<file path="config.mk">
export PLATFORM = sky130hd
export DESIGN_NAME = quad_step_decoder
export DESIGN_NICKNAME = d
export VERILOG_FILES = /design/src/rtl/updown_pkg.sv /design/src/rtl/sync_debounce.sv /design/src/rtl/quad_step_decoder.sv
export SDC_FILE = /design/constraint.sdc
export NUM_CORES = 1
export LEC_CHECK = 0
export ABC_AREA = 1
export CORE_ASPECT_RATIO = 0.8
export CORE_UTILIZATION = 40
export DETAILED_ROUTE_END_ITERATION = 8
export PLACE_DENSITY = 0.65
export SYNTH_ARGS = -nofsm -noshare
export SYNTH_HDL_FRONTEND = slang
export SYNTH_SLANG_ARGS = --single-unit
</file>
<file path="constraint.sdc">
create_clock -name clk -period 2.1 [get_ports clk]
set_input_delay 0.525 -clock clk [delete_from_list [all_inputs] [get_ports clk]]
set_output_delay 0.525 -clock clk [all_outputs]
set_load 0.01 [all_outputs]
</file>
<file path="src/rtl/updown_pkg.sv">
// Shared definitions for the quadrature front-end and the up/down counter it feeds.
// Latency: n/a (constants, types and a pure decode function).
// Backpressure: n/a.
package updown_pkg;

    localparam int LD_W_DEF = 4;

    // Gray-coded {A,B} positions; forward rotation visits them in this order.
    localparam logic [1:0] QS_00 = 2'b00;
    localparam logic [1:0] QS_01 = 2'b01;
    localparam logic [1:0] QS_11 = 2'b11;
    localparam logic [1:0] QS_10 = 2'b10;

    typedef enum logic [1:0] {
        DIR_NONE    = 2'b00,
        DIR_UP      = 2'b01,
        DIR_DOWN    = 2'b10,
        DIR_ILLEGAL = 2'b11
    } step_dir_t;

    // Classify one {A,B} transition. Exactly one bit changing is always a legal
    // step; which direction depends on where we came from.
    function automatic step_dir_t step_dir(input logic [1:0] prev, input logic [1:0] cur);
        step_dir_t d;
        d = DIR_NONE;
        if (prev == cur) begin
            d = DIR_NONE;
        end else if ((prev ^ cur) == 2'b11) begin
            d = DIR_ILLEGAL;
        end else begin
            case (prev)
                QS_00:   d = (cur == QS_01) ? DIR_UP : DIR_DOWN;
                QS_01:   d = (cur == QS_11) ? DIR_UP : DIR_DOWN;
                QS_11:   d = (cur == QS_10) ? DIR_UP : DIR_DOWN;
                QS_10:   d = (cur == QS_00) ? DIR_UP : DIR_DOWN;
                default: d = DIR_NONE;
            endcase
        end
        return d;
    endfunction

endpackage

</file>
<file path="src/rtl/sync_debounce.sv">
// Synchroniser + debounce filter for one asynchronous level input.
// Latency: SYNC_STAGES + DEBOUNCE_CYCLES clocks from first sampling edge to dout change.
// Backpressure: none; free-running level path.
// Ports: clk, rst (async, active-high), din (raw async level), dout (filtered level).
module sync_debounce #(
    parameter int SYNC_STAGES     = 2,
    parameter int DEBOUNCE_CYCLES = 4
) (
    input  logic clk,
    input  logic rst,
    input  logic din,
    output logic dout
);

    localparam int CNT_W = $clog2(DEBOUNCE_CYCLES + 1);
    localparam logic [CNT_W-1:0] CNT_LAST = CNT_W'(DEBOUNCE_CYCLES - 1);

    logic [SYNC_STAGES-1:0] sync_q;
    logic [CNT_W-1:0]       cnt_q;
    logic                   filt_q;
    logic                   synced;

    always_ff @(posedge clk or posedge rst) begin
        if (rst) begin
            sync_q <= '0;
        end else begin
            sync_q <= {sync_q[SYNC_STAGES-2:0], din};
        end
    end

    assign synced = sync_q[SYNC_STAGES-1];

    // The count tracks consecutive mismatching cycles. The edge on which it
    // would reach DEBOUNCE_CYCLES is the edge that commits the new level, so the
    // counter is cleared there instead of stored at its terminal value.
    always_ff @(posedge clk or posedge rst) begin
        if (rst) begin
            cnt_q  <= '0;
            filt_q <= 1'b0;
        end else if (synced == filt_q) begin
            cnt_q <= '0;
        end else if (cnt_q == CNT_LAST) begin
            cnt_q  <= '0;
            filt_q <= synced;
        end else begin
            cnt_q <= cnt_q + CNT_W'(1);
        end
    end

    assign dout = filt_q;

endmodule

</file>
<file path="src/rtl/quad_step_decoder.sv">
// Quadrature/preset front-end: conditions A, B and preset, emits unit up/down steps and load pulses.
// Latency: SYNC_STAGES + DEBOUNCE_CYCLES + 1 clocks from raw level sample to registered output pulse.
// Backpressure: none; pulses are fire-and-forget into the counter's en/ld/up/down inputs.
// Ports: clk, rst (async, active-high); a_in, b_in, preset_in raw async inputs; preset_val quasi-static
//        preset; up/down/en/err single-cycle pulses; ld registered preset, held after en.
module quad_step_decoder
    import updown_pkg::*;
#(
    parameter int SYNC_STAGES     = 2,
    parameter int DEBOUNCE_CYCLES = 4,
    parameter int LD_W            = LD_W_DEF
) (
    input  logic            clk,
    input  logic            rst,
    input  logic            a_in,
    input  logic            b_in,
    input  logic            preset_in,
    input  logic [LD_W-1:0] preset_val,
    output logic            up,
    output logic            down,
    output logic            en,
    output logic [LD_W-1:0] ld,
    output logic            err
);

    // Filters can first move on edge SYNC_STAGES+DEBOUNCE_CYCLES after reset;
    // the decode of that move lands one edge later, so mask that edge too.
    localparam int STARTUP = SYNC_STAGES + DEBOUNCE_CYCLES + 1;
    localparam int ST_W    = $clog2(STARTUP + 1);

    logic       a_f;
    logic       b_f;
    logic       pre_f;
    logic [1:0] cur_ab;
    logic [1:0] prev_ab;
    logic       pre_q;
    logic [ST_W-1:0] st_cnt;
    logic       startup;
    step_dir_t  dir;
    logic       pre_rise;
    logic       up_d;
    logic       down_d;
    logic       en_d;
    logic       err_d;

    sync_debounce #(.SYNC_STAGES(SYNC_STAGES), .DEBOUNCE_CYCLES(DEBOUNCE_CYCLES)) u_db_a (
        .clk(clk), .rst(rst), .din(a_in), .dout(a_f)
    );

    sync_debounce #(.SYNC_STAGES(SYNC_STAGES), .DEBOUNCE_CYCLES(DEBOUNCE_CYCLES)) u_db_b (
        .clk(clk), .rst(rst), .din(b_in), .dout(b_f)
    );

    sync_debounce #(.SYNC_STAGES(SYNC_STAGES), .DEBOUNCE_CYCLES(DEBOUNCE_CYCLES)) u_db_pre (
        .clk(clk), .rst(rst), .din(preset_in), .dout(pre_f)
    );

    assign cur_ab  = {a_f, b_f};
    assign startup = (st_cnt != ST_W'(STARTUP));

    always_ff @(posedge clk or posedge rst) begin
        if (rst) begin
            st_cnt <= '0;
        end else if (startup) begin
            st_cnt <= st_cnt + ST_W'(1);
        end
    end

    // History registers always follow the filtered levels, including during
    // startup and on illegal or suppressed transitions, so the next decode is
    // always relative to the true current position.
    always_ff @(posedge clk or posedge rst) begin
        if (rst) begin
            prev_ab <= 2'b00;
            pre_q   <= 1'b0;
        end else begin
            prev_ab <= cur_ab;
            pre_q   <= pre_f;
        end
    end

    always_comb begin
        dir      = step_dir(prev_ab, cur_ab);
        pre_rise = pre_f & ~pre_q;
        up_d     = 1'b0;
        down_d   = 1'b0;
        en_d     = 1'b0;
        err_d    = 1'b0;
        if (!startup) begin
            en_d   = pre_rise;
            // A load takes priority: the counter cannot load and step at once.
            up_d   = (dir == DIR_UP)   && !pre_rise;
            down_d = (dir == DIR_DOWN) && !pre_rise;
            err_d  = (dir == DIR_ILLEGAL);
        end
    end

    always_ff @(posedge clk or posedge rst) begin
        if (rst) begin
            up   <= 1'b0;
            down <= 1'b0;
            en   <= 1'b0;
            err  <= 1'b0;
            ld   <= '0;
        end else begin
            up   <= up_d;
            down <= down_d;
            en   <= en_d;
            err  <= err_d;
            if (en_d) begin
                ld <= preset_val;
            end
        end
    end

endmodule
</file>
==> qor.txt <==
CP top delay family -> buffers and inverters
DRT Wirelength -> 1734 um
Run status -> completed
Vias in the first global route -> 770
Post-synth cell types -> 13
Mean Syn Cell Area -> 9.989 um2
Die Y -> 51.57 um
Most frequent cells in the layout -> 50 x nand2_1, 32 x dfrtp_1, 16 x clkdlybuf4s50_1
Top-area cell type share of the netlist area -> 65.17%
Slowest CP cell -> clkdlybuf4s50_1
Commonest non-fill, non-tap cell in the layout -> nand2_1
Post-synthesis register bit count -> 32
CTS tree -> built
Clock root buffer master -> clkbuf_8
Final worst setup slack -> 0.4286 ns
CP Data Required Time -> 1.57 ns
Final Net Count -> 161
Leak -> 0.0007769 uW
Top post-synthesis cells by area -> dfrtp_1 65%, nand2_1 15%, ha_1 5.1%
CTS resizes -> 0
Worst-skew pair later-pin latency -> 0.27 ns
Pins Over Slew Limit -> 0
Clock tree buffer depth -> 2
Grt ovf -> 0
Largest net degree at the start of global routing -> 33
Slew @ Worst Pin -> 0.3824 ns
GPL Wtd Cong -> 0.6915
CTS hold repair buffers -> 0
Die area -> 3299 um2
Final setup viols -> 0
Relative slew slack -> 74.51%
Cell Area, Placed -> 1444 um2
PD cells -> 1270 nW/um2
Setup TNS -> 0 ns
Max Freq -> 0.5983 GHz
Area of the mapped netlist -> 1229 um2
Syn Inst Count -> 123
Critical-path cell list -> clkdlybuf4s50_1
Antenna fix cells -> 0
Initial antenna violation count -> 0
Ys Warns -> 0
Final Cycle Share -> 79.59%
Max IR drop VDD -> 502.0 uV
DRC errors left -> 0
Sequential fraction of the synthesis area -> 65.17%
Fin crit period -> 1.671 ns
Num ports -> 17
CP arrival -> 1.15 ns
Initial Utilization -> 43.43%
Core Area -> 2829 um2
CTS clk-pin slew, worst paths -> 0.06 ns
Critical Path End Type -> output pin
Cell area after layout -> 1521 um2
Worst path bufs/invs -> 1
Total number of vias -> 815
Sink Count -> 32
First-pass DRT Iterations -> 4
DR iter-0 viols -> 21
Avg WL per Cell -> 9.373 um
# H-tree levels -> 2
Clock Skew -> 0.001103 ns
Crit start category -> flip-flop
Synth area leader -> dfrtp_1
GRT Overall Usage -> 13.41%
DP Wirelength -> 1286 um
Max cap viols -> 0
Row cnt -> 17
First-pass GRT wire length -> 3249 um
Cell Count, Final, Fillers Out -> 185
Synthesized Nets -> 137
CP Class -> flip-flop to output pin
CTS buffer count -> 5
Setup repair after global routing missed its margin -> no
Worst slack at placement -> 0.7152 ns
Share of layout cells above drive strength 1 -> 8.844%
Largest fanout on the critical path -> 2
Setup Fix Bufs, Post-CTS -> 0
Via density -> 4.405
Hold_ws -> 0.3496 ns
Antenna Nets Post-Route -> 0
Buffers on Ports -> 16
Hold Fails Final Rpt -> 0
Largest stage delay, worst path -> 0.54 ns
Die width -> 63.97 um
HP Class -> flip-flop to flip-flop
# placed instances -> 178
Area delta synth->final -> 23.83%
registers in the layout, indices dropped and copies added, names as in the netlist, 2 cells and up:
name / count
u_db_pre.cnt_q: 3
ld: 4
st_cnt: 3
prev_ab: 2
u_db_a.sync_q: 2
u_db_b.cnt_q: 3
u_db_pre.sync_q: 2
u_db_a.cnt_q: 3
u_db_b.sync_q: 2
cell type report:
type	instances	area, um2
Fill cell	247	1308
Sequential cell	32	800.8
Multi-Input combinational cell	77	374.1
Timing Repair Buffer	17	167.7
Clock buffer	6	72.57
Inverter	14	53.80
Tap cell	38	47.55
Clock inverter	1	5.005
cell usage after synthesis:
cell type,number
a21oi_2,1
xnor2_1,4
nand2_1,50
clkinv_2,1
and3_1,1
inv_1,10
ha_1,5
dfrtp_1,32
nor3_1,4
nor2_1,9
inv_2,3
nand3_2,1
o21ai_0,2
layer usage:
metal	GRT usage [%]	share of wire [%]	up-vias
met1	16.42	49	378
met3	4.605	2.8	4
met4	7.955	1.3	0
li1	-	-	419
met2	20.74	47	14
met5	0	0	-
kinds of logic after synthesis:
logic type	after synthesis	share of synthesized area (%)
AND/OR/NAND/NOR	65	20.98
flip-flops	32	65.17
buffers and inverters	14	4.379
adder cells (fa/ha/maj)	5	5.092
XOR/XNOR	4	2.851
AO/OA/AOI/OAI	3	1.528
power by group:
group	internal [uW]	switching (uW)
Clock	225	195
Sequential	788	112
Combinational	291	322
metrics by stage:
step,total power [uW],utilization [%]
after floorplan,1293,-
after global placement,1497,51.04
after detailed placement,1533,51.04
after CTS,1964,53.78
after global routing,2112,53.78
final,1932,53.78
final timing paths:
check	from	endpoint	slack, ns	depth (start not counted)
setup / recovery	ld[2]$_DFFE_PP0P_	ld[2]	0.43	1
setup reg to reg	st_cnt[0]$_DFFE_PP0N_	ld[3]$_DFFE_PP0P_	0.74	6
hold / removal	u_db_pre.sync_q[0]$_DFF_PP0_	u_db_pre.sync_q[1]$_DFF_PP0_	0.35	0
hold reg to reg	u_db_pre.sync_q[0]$_DFF_PP0_	u_db_pre.sync_q[1]$_DFF_PP0_	0.35	0
max in group asynchronous	rst	ld[1]$_DFFE_PP0P_	1.20	3
min in group asynchronous	rst	u_db_pre.sync_q[0]$_DFF_PP0_	0.62	3
Power figures use the tool's default switching activity.
